--- config.mk ---
export PLATFORM = sky130hd
export DESIGN_NAME = control_unit
export DESIGN_NICKNAME = d
export VERILOG_FILES = /design/src/rtl/cpu_pkg.sv /design/src/rtl/cu_decode.sv /design/src/rtl/control_unit.sv
export SDC_FILE = /design/constraint.sdc
export NUM_CORES = 1
export LEC_CHECK = 0
export ABC_AREA = 0
export CELL_PAD_IN_SITES_DETAIL_PLACEMENT = 1
export CELL_PAD_IN_SITES_GLOBAL_PLACEMENT = 2
export CORE_ASPECT_RATIO = 1.4
export CORE_UTILIZATION = 26
export CTS_CLUSTER_SIZE = 10
export DETAILED_ROUTE_END_ITERATION = 7
export GPL_ROUTABILITY_DRIVEN = 0
export HOLD_SLACK_MARGIN = 0.05
export PLACE_DENSITY_LB_ADDON = 0.1
export SETUP_SLACK_MARGIN = 0.5
export SLEW_MARGIN = 20
export SYNTH_ARGS = -nofsm -noshare
export SYNTH_HDL_FRONTEND = slang
export SYNTH_SLANG_ARGS = --single-unit
--- constraint.sdc ---
create_clock -name clk -period 1.7 [get_ports clk]
set_input_delay 0.34 -clock clk [delete_from_list [all_inputs] [get_ports clk]]
set_output_delay 0.34 -clock clk [all_outputs]
set_load 0.05 [all_outputs]
--- src/rtl/cpu_pkg.sv ---
// Shared encodings for the control unit and the downstream 16-bit ALU:
// instruction opcodes, ALU operation codes and the sequencer state type.
package cpu_pkg;

  localparam logic [3:0] OP_NOP  = 4'h0;
  localparam logic [3:0] OP_PASS = 4'h1;
  localparam logic [3:0] OP_ADD  = 4'h2;
  localparam logic [3:0] OP_SUB  = 4'h3;
  localparam logic [3:0] OP_LSH  = 4'h4;
  localparam logic [3:0] OP_RSH  = 4'h5;
  localparam logic [3:0] OP_OR   = 4'h6;
  localparam logic [3:0] OP_MVR  = 4'h7;
  localparam logic [3:0] OP_JMP  = 4'h8;
  localparam logic [3:0] OP_JMPZ = 4'h9;
  localparam logic [3:0] OP_END  = 4'hF;

  localparam logic [2:0] ALU_HOLD = 3'd0;
  localparam logic [2:0] ALU_PASS = 3'd1;
  localparam logic [2:0] ALU_ADD  = 3'd2;
  localparam logic [2:0] ALU_SUB  = 3'd3;
  localparam logic [2:0] ALU_LSH  = 3'd4;
  localparam logic [2:0] ALU_RSH  = 3'd5;
  localparam logic [2:0] ALU_OR   = 3'd6;

  typedef enum logic [2:0] {
    S_IDLE,
    S_FETCH,
    S_DECODE,
    S_FETCH2,
    S_EXEC,
    S_WB,
    S_HALT
  } state_t;

endpackage

--- src/rtl/cu_decode.sv ---
// Combinational opcode decoder: maps the IR opcode nibble to ALU operation,
// datapath load enables and instruction-class flags.
module cu_decode
  import cpu_pkg::*;
#(
  parameter int OPW = 3
) (
  input  logic [3:0]     opcode,
  output logic [OPW-1:0] alu_op,
  output logic           ld_ac,
  output logic           ld_r,
  output logic           two_byte,
  output logic           is_end,
  output logic           illegal
);

  always_comb begin
    alu_op   = OPW'(ALU_HOLD);
    ld_ac    = 1'b0;
    ld_r     = 1'b0;
    two_byte = 1'b0;
    is_end   = 1'b0;
    illegal  = 1'b0;
    case (opcode)
      OP_NOP:  ;
      OP_PASS: begin alu_op = OPW'(ALU_PASS); ld_ac = 1'b1; end
      OP_ADD:  begin alu_op = OPW'(ALU_ADD);  ld_ac = 1'b1; end
      OP_SUB:  begin alu_op = OPW'(ALU_SUB);  ld_ac = 1'b1; end
      OP_LSH:  begin alu_op = OPW'(ALU_LSH);  ld_ac = 1'b1; end
      OP_RSH:  begin alu_op = OPW'(ALU_RSH);  ld_ac = 1'b1; end
      OP_OR:   begin alu_op = OPW'(ALU_OR);   ld_ac = 1'b1; end
      OP_MVR:  ld_r = 1'b1;
      OP_JMP, OP_JMPZ: two_byte = 1'b1;
      OP_END:  is_end = 1'b1;
      default: illegal = 1'b1;
    endcase
  end

endmodule

--- src/rtl/control_unit.sv ---
// Fetch/decode/sequence FSM driving the 16-bit ALU. Holds the FSM, PC and IR.
// Optional macro CU_ILLEGAL_TRAP_EN: illegal opcodes halt and raise a sticky err.
module control_unit
  import cpu_pkg::*;
#(
  parameter int IW  = 8,
  parameter int AW  = 8,
  parameter int OPW = 3
) (
  input  logic           clk,
  input  logic           rst_n,
  input  logic           start,
  output logic [AW-1:0]  instr_addr,
  output logic           instr_rd,
  input  logic           instr_valid,
  input  logic [IW-1:0]  instr_data,
  input  logic           z,
  output logic [OPW-1:0] alu_op,
  output logic           ld_ac,
  output logic           ld_r,
  output logic           busy,
  output logic           done,
  output logic           err
);

  state_t          state, state_nx;
  logic [AW-1:0]   pc, pc_nx;
  logic [IW-1:0]   ir, ir_nx;
  logic [3:0]      opcode;
  logic [OPW-1:0]  dec_alu_op;
  logic            dec_ld_ac, dec_ld_r, dec_two_byte, dec_is_end, dec_illegal;

  // Reserved low nibble is never looked at.
  assign opcode = ir[IW-1 -: 4];

  cu_decode #(.OPW(OPW)) u_decode (
    .opcode   (opcode),
    .alu_op   (dec_alu_op),
    .ld_ac    (dec_ld_ac),
    .ld_r     (dec_ld_r),
    .two_byte (dec_two_byte),
    .is_end   (dec_is_end),
    .illegal  (dec_illegal)
  );

`ifdef CU_ILLEGAL_TRAP_EN
  logic err_q, err_nx;
  assign err = err_q;
`else
  assign err = 1'b0;
`endif

  assign busy = (state != S_IDLE) && (state != S_HALT);

  always_ff @(posedge clk or negedge rst_n) begin
    if (!rst_n) begin
      state <= S_IDLE;
      pc    <= '0;
      ir    <= '0;
      done  <= 1'b0;
`ifdef CU_ILLEGAL_TRAP_EN
      err_q <= 1'b0;
`endif
    end else begin
      state <= state_nx;
      pc    <= pc_nx;
      ir    <= ir_nx;
      done  <= (state_nx == S_HALT) && (state != S_HALT);
`ifdef CU_ILLEGAL_TRAP_EN
      err_q <= err_nx;
`endif
    end
  end

  always_comb begin
    state_nx   = state;
    pc_nx      = pc;
    ir_nx      = ir;
    instr_rd   = 1'b0;
    instr_addr = pc;
    alu_op     = OPW'(ALU_HOLD);
    ld_ac      = 1'b0;
    ld_r       = 1'b0;
`ifdef CU_ILLEGAL_TRAP_EN
    err_nx     = err_q;
`endif
    case (state)
      S_IDLE, S_HALT: begin
        if (start) begin
          state_nx = S_FETCH;
          pc_nx    = '0;
`ifdef CU_ILLEGAL_TRAP_EN
          err_nx   = 1'b0;
`endif
        end
      end
      S_FETCH: begin
        instr_rd = 1'b1;
        if (instr_valid) begin
          ir_nx    = instr_data;
          state_nx = S_DECODE;
        end
      end
      S_DECODE: begin
        if (dec_two_byte)    state_nx = S_FETCH2;
        else if (dec_is_end) state_nx = S_HALT;
`ifdef CU_ILLEGAL_TRAP_EN
        else if (dec_illegal) begin
          state_nx = S_HALT;
          err_nx   = 1'b1;
        end
`endif
        else                 state_nx = S_EXEC;
      end
      S_FETCH2: begin
        instr_rd   = 1'b1;
        instr_addr = pc + AW'(1);
        if (instr_valid) begin
          // JMPZ not taken skips both bytes; z is sampled alongside the target byte.
          if (opcode == OP_JMPZ && !z) pc_nx = pc + AW'(2);
          else                         pc_nx = AW'(instr_data);
          state_nx = S_FETCH;
        end
      end
      S_EXEC: begin
        alu_op   = dec_alu_op;
        state_nx = S_WB;
      end
      S_WB: begin
        alu_op   = dec_alu_op;
        ld_ac    = dec_ld_ac;
        ld_r     = dec_ld_r;
        pc_nx    = pc + AW'(1);
        state_nx = S_FETCH;
      end
      default: state_nx = S_IDLE;
    endcase
  end

endmodule

==> flow_summary_export.csv <==
group,metric,value,unit
run_status,outcome,"finished with violations",
run_status,violations,"setup timing",
timing,final.setup.tns,-4.93,ns
drt,first_iter_violations,44,
final_layout,drive_gt1_share,63.2,%
global_routing,grt_max_degree,17,
logic_synthesis,synth_top_area_share,29.6,%
final_layout,final_nets,264,
final_layout,area_growth_syn_to_layout,116,%
power_and_ir_drop,p_sw,1.87,mW
logic_synthesis,synthFlopType,"dfrtp_1",
drt,routed_wl,5.78,mm
logic_synthesis,async_flop_share,100,%
logic_synthesis,synth_largest_area_cell,"dfrtp_1",
min_path,hold_path_class,"in2async",
drt,num_vias,1598,
cts,insertion_delay,0.26,ns
logic_synthesis,yosys-top-cells-area,"dfrtp_1, xor2_1, nand2_1",
drt,drt_first_pass_iters,4,
critical_path,setup.worst_path.class,"reg2out",
cts,cts_tree,"done",
die,rows,30,
power_and_ir_drop,p_leak,1.24,nW
logic_synthesis,yosys_warnings,0,
global_routing,grt_use_total,21.4,%
timing,rsz0062_at_grt,"true",
timing,fmax,488,MHz
cts,clock_sinks,16,
final_layout,stdcell_count,311,
timing,min_period_over_period,121,%
drt,wire_per_inst,18.6,µm
global_routing,grt_pass1_vias,1809,
drt,viasPerCell,5.14,
timing,finalCriticalPeriod,2.05,ns
global_routing,grt_remaining_overflow,0,
global_routing,grt_first_pass_wirelength,9.02,mm
final_layout,postLayoutCellArea,2920,µm²
critical_path,start_kind,"flop",
cts,postCtsHoldBufs,0,
timing,finalHoldViolations,0,
logic_synthesis,synthCells,163,
global_routing,antenna_found_initial,0,
logic_synthesis,syn_nets,179,
placement,dp.cells,282,
timing,worst_slack,-0.349,ns
power_and_ir_drop,switching_share,44.4,%
cts,numCtsBuffers,3,
timing,holdWs,0.413,ns
critical_path,r2r_cells,8,
placement,dp_hpwl,3.99,mm
critical_path,critPathArrivalTime,1.71,ns
critical_path,required,1.36,ns
cts,cts_htree_levels,1,
die,core,4920,µm²
power_and_ir_drop,total_power,4.20,mW
power_and_ir_drop,p_per_area,1440,nW/µm²
logic_synthesis,yosysSeqAreaShare,29.6,%
logic_synthesis,synth-edff-count,0,
logic_synthesis,netlist_area,1350,µm²
timing,drv_slew,0,
die,io_pins,30,
timing,finClkSkew,0.0108,ns
power_and_ir_drop,p_int,2.34,mW
flow_run,cap_viol_max_count,0,
die,dieArea,5500,µm²
power_and_ir_drop,power_frac_clock,8.6,%
critical_path,crit_path_end_kind,"primary output",
cts,clk_pin_slew,0.08,ns
placement,portBuffers,28,
logic_synthesis,synth_seq_cells,16,
critical_path,cp_max_fo,3,
die,initial_core_util,27.5,%
power_and_ir_drop,vdd_drop_max,0.830,mV
power_and_ir_drop,p_seq_share,16.2,%
cts,clock-root-buffer,"clkbuf_8",
die,chipHeight,87.3,µm
final_layout,diodes,0,
timing,setup_viol,27,
drt,drc,0,
power_and_ir_drop,combPwrFrac,75.2,%
placement,placed_area,2360,µm²
logic_synthesis,avgSynthCellArea,8.30,µm²
die,die_width,63.0,µm
cts,cts.path.max_buffers,2,
logic_synthesis,synth_cell_types,51,
drt,ant_nets,0,
==> per-layer routing <==
metal	up-vias	track usage (%)	wire (µm)
met4	0	6.13	38
met5	-	0	0
met1	811	22.7	2190
met3	2	2.36	130
li1	757	-	-
met2	28	43.1	3420
==> critical path, cell delays in order, from the launching register on <==
cell and delay (ns):
dfrtp_1 0.41, nor2b_4 0.20, nand2_4 0.08, or3_4 0.42, xnor2_4 0.17, buf_12 0.15
==> flip-flops by register name, summed over array words and instances, names as in the netlist <==
register / count
ir: 4
state: 3
pc: 8
done: 1
==> logic make-up after synthesis <==
group / Yosys count / synth area share [%]
flops: 16 / 29.6
buf+inv: 18 / 6.29
other cells: 1 / 0.277
mux: 8 / 6.29
simple gates: 66 / 27.2
xor+xnor: 11 / 7.12
fa+ha+maj: 3 / 2.78
compound gates: 40 / 20.4
==> cell usage in the layout (no fill, tap or decap), drive strengths merged, types with 2 or more instances in the layout <==
master and n:
buf 80, dfrtp 16, nor2 13, nand2 13, clkdlybuf4s50 12, o21ai 9
nor3 7, a21oi 6, xor2 6, nor2b 5, xnor2 5, inv 5
o211ai 4, mux2i 4, mux2 4, clkbuf 4, nand3 4, nor3b 4
o211a 3, nand3b 3, o31ai 3, a211oi 3, ha 3, nor4 3
and2 2, o311a 2, o22ai 2, o21a 2, nand2b 2, and3 2
or3 2
==> path summary, 6_finish.rpt <==
kind | from | slack [ns] | to
max | state[1] | -0.35 | instr_addr[6]
min | rst_n | 0.41 | pc[1]
max reg2reg | state[2] | -0.17 | pc[6]
min reg2reg | ir[4] | 0.66 | ir[4]
max in group asynchronous | rst_n | 1.05 | ir[7]
min in group clk | ir[4] | 0.66 | ir[4]
==> synthesized netlist by cell type, types with 2 or more instances <==
| cell type | number |
|---|---|
| o21ai_0 | 5 |
| inv_1 | 5 |
| mux2_2 | 4 |
| nor3_1 | 7 |
| o21a_1 | 2 |
| nor4_1 | 3 |
| nand3b_1 | 3 |
| nand2b_1 | 2 |
| clkbuf_1 | 5 |
| o22ai_1 | 2 |
| a21oi_1 | 6 |
| nor3b_1 | 3 |
| a211oi_1 | 3 |
| nand2_1 | 13 |
| o211ai_1 | 4 |
| nor2b_1 | 5 |
| nor2_1 | 13 |
| o31ai_1 | 3 |
| mux2i_1 | 4 |
| nand3_1 | 4 |
| xor2_1 | 6 |
| o211a_1 | 3 |
| xnor2_1 | 5 |
| or3_1 | 2 |
| dfrtp_1 | 16 |
| buf_2 | 5 |
| o21ai_1 | 4 |
| ha_1 | 3 |
==> cell type report <==
class,instances,area [µm²]
clock buffer,4,55.1
fill,527,1990
inverter,5,26.3
multi-input combinational,130,1380
sequential,16,404
tap,64,80.1
timing repair buffer,92,983
==> repair_timing <==
action / 4_1_cts / 5_1_grt
setup endpoints to repair: 31 / 31
gates cloned: 1 / 0
pin swaps: 23 / 17
buffers inserted: 16 / 8
gates resized for setup: 53 / 24
==> power by group through the flow <==
stage / Clock (mW) / Combinational [mW] / Sequential, mW
after detailed placement: 0 / 2.48 / 0.676
final: 0.363 / 3.16 / 0.679
after CTS: 0.359 / 2.90 / 0.669
after global placement: 0 / 2.41 / 0.669
after global routing: 0.375 / 3.32 / 0.694
after floorplan: 0 / 1.48 / 0.672
==> per-stage QoR <==
| stage | setup WS (ns) | utilization [%] |
|---|---|---|
| 5_1_grt | -0.405 | 59.5 |
| 4_1_cts | -0.355 | 55.5 |
| 2_1_floorplan | -0.230 | - |
| 3_5_place_dp | -0.200 | 47.9 |
| 6_report | -0.349 | 59.5 |
| 3_3_place_gp | -0.144 | 47.9 |
Note: power is estimated with default switching activity, not from simulation.
==> variant 1: new RTL, config.mk and constraints unchanged <==
`AW`: 8 -> 7.
--- a/src/rtl/control_unit.sv
+++ b/src/rtl/control_unit.sv
@@ -5,5 +5,5 @@
 #(
   parameter int IW  = 8,
-  parameter int AW  = 8,
+  parameter int AW  = 7,
   parameter int OPW = 3
 ) (
Interface: changed (resized instr_addr); port bits go from 30 to 29. The function was not compared with the original's and may differ.
==> variant 1 against the original RTL <==
Global-route usage grew 1.8 points; largest power group unchanged; final area grew 0.21%; synthesized area shrank 4.8%; combinational power grew 7.0%; setup slack gained 0.054 ns; total power grew 4.2%; hold slack lost 0.012 ns; core utilization grew 3.6 points; wire length grew 5.6%; sequential cell count shrank 1; the run still ends with negative setup slack left; critical path depth shrank 1; sequential share of layout area shrank 0.80 points.
==> variant 1: results (changes against the original RTL) <==
stage,metric,value,unit,change
sta,Setup WS post-layout,-0.295,ns,+0.0538 ns
cells_and_area,layout cell share with drive strength beyond 1,66.0,%,+2.8 points
synthesis,most frequent cells after synthesis,"dfrtp_1 (15), nand2_1 (10), nor2_1 (10)",,
cells_and_area,largest registers in the final layout,"pc: 7 flops, ir: 4 flops, state: 3 flops",,
global_route,Total GRT Usage,23.2,%,+1.8 points
outcome,status,"finished, violations left",,
sta,final hold slack,0.401,ns,-0.0123 ns
detailed_routing,drt wl/cell,19.7,um,+6.3%
critical_path,worst reg2reg setup slack,-0.22,ns,-0.05 ns
critical_path,reg2reg path depth,6,,-2
global_route,first-pass GRT wire length,8830,um,-2.1%
cells_and_area,Final Cell Area,2930,um2,+0.21%
placed_design,Post-DP HPWL,3860,um,-3.3%
synthesis,post-synthesis net count,165,,-7.8%
detailed_routing,Vias/cell,5.20,,+1.2%
critical_path,CP max FO,6,,+3
synthesis,Synth Area per Inst,8.64,um2,+4.1%
sta,Setup-failing EPs final,25,,-7.4%
global_route,vias in the first global route,1800,,-0.50%
critical_path,Reg-to-Reg Start,state[1]$_DFF_PN0_,,
sta,clk_skew,0.00391,ns,-0.00694 ns
critical_path,CP max stage cell,dfrtp_2,,
cells_and_area,Layout fillers,522,,-0.95%
outcome,failing checks,negative setup slack,,
power_and_ir_drop,P_leak,1.26,nW,+1.7%
placed_design,Placed Instances,275,,-2.5%
variant 1: final cells by class:
cell class / instances / area share (%)
Timing Repair Buffer: 105 / 37.4
Inverter: 5 / 0.726
Clock buffer: 4 / 1.54
Sequential cell: 15 / 13.0
Tap cell: 62 / 2.65
Multi-Input combinational cell: 118 / 44.7
variant 1: metal layers:
| layer | routed length (um) | track usage, % | vias to the layer above |
|---|---|---|---|
| met5 | 0 | 0 | - |
| met1 | 2180 | 24.9 | 811 |
| li1 | - | - | 739 |
| met4 | 211 | 9.09 | 0 |
| met3 | 155 | 1.83 | 13 |
| met2 | 3550 | 44.2 | 43 |
variant 1: how the worst max path moves through the flow:
stage                     slack (ns)           endpoint  depth (start not counted)                from
after floorplan                -0.20              ld_ac                          4  state[1]$_DFF_PN0_
after detailed placement       -0.28  pc[6]$_DFFE_PN0P_                          5               start
after global routing           -0.31               ld_r                          4  state[1]$_DFF_PN0_
final                          -0.29               ld_r                          4  state[1]$_DFF_PN0_
after global placement         -0.24  pc[6]$_DFFE_PN0P_                          5               start
after CTS                      -0.23      instr_addr[6]                          5  state[2]$_DFF_PN0_
variant 1: repair_timing:
item	4_1_cts	5_1_grt
setup buffers	17	12
endpoints found under the setup margin	29	29
pin swaps	15	26
gates cloned	0	1
hold buffers	0	0
resized for setup	51	36
variant 1: cell families (layout without fill, tap and decap cells):
logic type	Yosys count	in the layout	synth area share, %
compound gates	38	38	20.3
xor+xnor	9	9	6.12
fa+ha+maj	3	3	2.92
buf+inv	17	114	7.29
flops	15	15	29.2
mux	9	10	8.36
other cells	1	1	0.291
simple gates	57	57	25.6
variant 1: report_power, final:
group          internal (W)  switching (W)
logic               0.00174        0.00164
clock network      0.000167       0.000146
registers          0.000504       0.000186
==> variant 2: new RTL, config.mk and constraints unchanged <==
Made on the original files. Make the reset (`rst_n`) synchronous in one clocked block.
--- a/src/rtl/control_unit.sv
+++ b/src/rtl/control_unit.sv
@@ -53,5 +53,5 @@
   assign busy = (state != S_IDLE) && (state != S_HALT);
 
-  always_ff @(posedge clk or negedge rst_n) begin
+  always_ff @(posedge clk) begin
     if (!rst_n) begin
       state <= S_IDLE;
Function: differs if rst_n is asserted again (counterexample within 4 cycles, from zero or initial values and one cycle with rst_n low); with rst_n held inactive, the same outputs for 10 cycles.
==> variant 2 against the original RTL <==
The run still ends with negative setup slack left; synthesized area is 6.1% lower; highest routed layer unchanged; wire length increased by 11%; sequential cell count unchanged; setup slack better by 0.16 ns; maximum frequency grew 8.5%; final area increased by 6.9%.
Power is left out: it rests on default switching activity, and per cell area and clock period it moved more than threefold.
==> variant 2: results (changes against the original RTL) <==
stage,metric,value,unit,change
placed_design,Post-DP HPWL,3820,um,-4.3%
synthesis,most frequent cells after synthesis,"nand2_1 (23), dfxtp_1 (16), nor2_1 (15)",,
global_route,largest net degree at the start of global routing,10,,-7
critical_path,worst setup path endpoint,instr_addr[6],,
global_route,vias in the first global route,1867,,+3.2%
detailed_routing,remaining antenna violation count,0,,unchanged
global_route,M2 GR Usage,47.0,%,+3.9 points
detailed_routing,DRT iter0 DRCs,35,,-20%
global_route,Total GRT Usage,24.1,%,+2.7 points
critical_path,Worst Path Arrival,1.55,ns,-0.16 ns
worst_hold_path,cell depth of the worst hold path,2,,
clock_tree,root buffer cell,clkbuf_8,,
critical_path,worst reg2reg setup slack,-0.13,ns,+0.04 ns
synthesis,synth top area cells,"dfxtp_1 (25%), xor2_1 (6.9%), nand2_1 (6.8%)",,
sta,Setup WS post-layout,-0.189,ns,+0.160 ns
detailed_routing,final WL,6430,um,+11%
detailed_routing,Via Count,1697,,+6.2%
clock_tree,Max clock buf depth,2,,unchanged
critical_path,CP max FO,3,,unchanged
global_route,met1 GRT Util,23.9,%,+1.2 points
outcome,status,"finished, violations left",,
cells_and_area,Layout Nets,288,,+9.1%
detailed_routing,drt first pass iters,4,,unchanged
sta,Slew Limit Fails,0,,unchanged
sta,clk_skew,0.00172,ns,-0.00913 ns
critical_path,Reg-to-Reg Start,state[1]$_SDFF_PN0_,,
flow_run,Max Cap Violations,0,,unchanged
sta,Setup-failing EPs final,23,,-15%
synthesis,sequential area share after synthesis,25.2,%,-4.4 points
critical_path,crit path launch,pc[1]$_SDFFE_PN0P_,,
outcome,failing checks,negative setup slack,,
clock_tree,Worst-Skew Late Latency,0.25,ns,
global_route,first-pass GRT wire length,9160,um,+1.6%
synthesis,synth unique cells,44,,-14%
critical_path,crit-path max cell delay,0.38,ns,-0.04 ns
cells_and_area,largest registers in the final layout,"pc: 8 flops, ir: 4 flops, state: 3 flops",,
placed_design,"Cell Area, Placed",2420,um2,+2.9%
global_route,grt met3 use,2.47,%,+0.11 points
cells_and_area,# diodes,0,,unchanged
clock_tree,clock slew seen by the registers of the worst setup and hold paths,0.07,ns,
global_route,antenna violations before repair,0,,unchanged
critical_path,capture point of the worst reg-to-reg path,pc[0]$_SDFFE_PN0P_,,
critical_path,cell family with most CP delay,simple AND/OR/NAND/NOR gates,,
placed_design,Port Buffers,28,,unchanged
critical_path,reg2reg path depth,9,,+1
worst_hold_path,Hold/Removal Path Class,flop to flop,,
clock_tree,CTS H-tree depth,1,,unchanged
critical_path,CP max stage cell,dfxtp_4,,
synthesis,post-synthesis net count,183,,+2.2%
synthesis,Ys Warns,0,,unchanged
clock_tree,cts bufs inserted,3,,unchanged
synthesis,top-count cell post-synth,nand2_1,,
sta,Fin Setup TNS,-2.25,ns,+2.68 ns
cells_and_area,layout cell share with drive strength beyond 1,65.7,%,+2.5 points
synthesis,Async SR Flop Fraction,0,%,-100 points
variant 2: cell count changes after synthesis, sizes merged, moves of 3 or more:
cell / change
o211a: -3
dfxtp: +16
o31ai: -3
xor2: +4
mux2: -4
nand2: +10
dfrtp: -16
nor2b: -4
a31oi: +4
variant 2: worst min-delay path by stage:
| stage | from | endpoint | slack (ns) |
|---|---|---|---|
| floorplan | instr_data[5] | ir[5]$_SDFFE_PN0P_ | 0.49 |
| global placement | pc[0]$_SDFFE_PN0P_ | pc[0]$_SDFFE_PN0P_ | 0.54 |
| detailed placement | pc[0]$_SDFFE_PN0P_ | pc[0]$_SDFFE_PN0P_ | 0.57 |
| CTS | ir[4]$_SDFFE_PN0P_ | ir[4]$_SDFFE_PN0P_ | 0.62 |
| global route | ir[4]$_SDFFE_PN0P_ | ir[4]$_SDFFE_PN0P_ | 0.66 |
| finish | ir[4]$_SDFFE_PN0P_ | ir[4]$_SDFFE_PN0P_ | 0.63 |
variant 2: logic make-up after synthesis:
family / Yosys count / share of synthesized area (%)
mux: 6 / 4.73
fa+ha+maj: 3 / 2.96
simple gates: 73 / 30.2
compound gates: 39 / 20.7
buf+inv: 15 / 6.21
other cells: 1 / 0.295
xor+xnor: 14 / 9.65
flops: 16 / 25.2
variant 2: area by class of cell:
cell class / instances / area, um2
Fill cell: 496 / 1480
Multi-Input combinational cell: 136 / 1420
Timing Repair Buffer: 110 / 1200
Sequential cell: 16 / 364
Tap cell: 62 / 77.6
Clock buffer: 4 / 45.0
Inverter: 5 / 26.3
variant 2: what timing repair did:
action	CTS	global route
pin swaps	30	25
hold buffers	0	0
setup endpoints to repair	31	31
buffers inserted	29	18
resized for setup	44	18
cloned	2	0
variant 2: worst register-to-register path: stages, from the launching register on:
cell and delay (ns):
dfxtp_4 0.38, buf_6 0.10, buf_6 0.09, buf_6 0.09
buf_6 0.12, nand4b_1 0.21, o311ai_4 0.19, a21bo_2 0.29
a22oi_2 0.16, nor2_1 0.08
variant 2: metrics by stage:
stage	utilization (%)	worst slack, ns	hold WS, ns	instances
3_5_place_dp	52.6	-0.254	0.568	280
2_1_floorplan	-	0.00606	0.486	167
3_3_place_gp	52.6	-0.187	0.538	280
5_1_grt	67.8	-0.242	0.661	333
6_report	67.8	-0.189	0.628	333
4_1_cts	63.3	-0.175	0.619	315
variant 2: metal layers:
| metal | wire length (um) | up-vias |
|---|---|---|
| met1 | 2170 | 846 |
| met2 | 3940 | 36 |
| li1 | - | 803 |
| met4 | 192 | 0 |
| met3 | 130 | 12 |
| met5 | 0 | - |
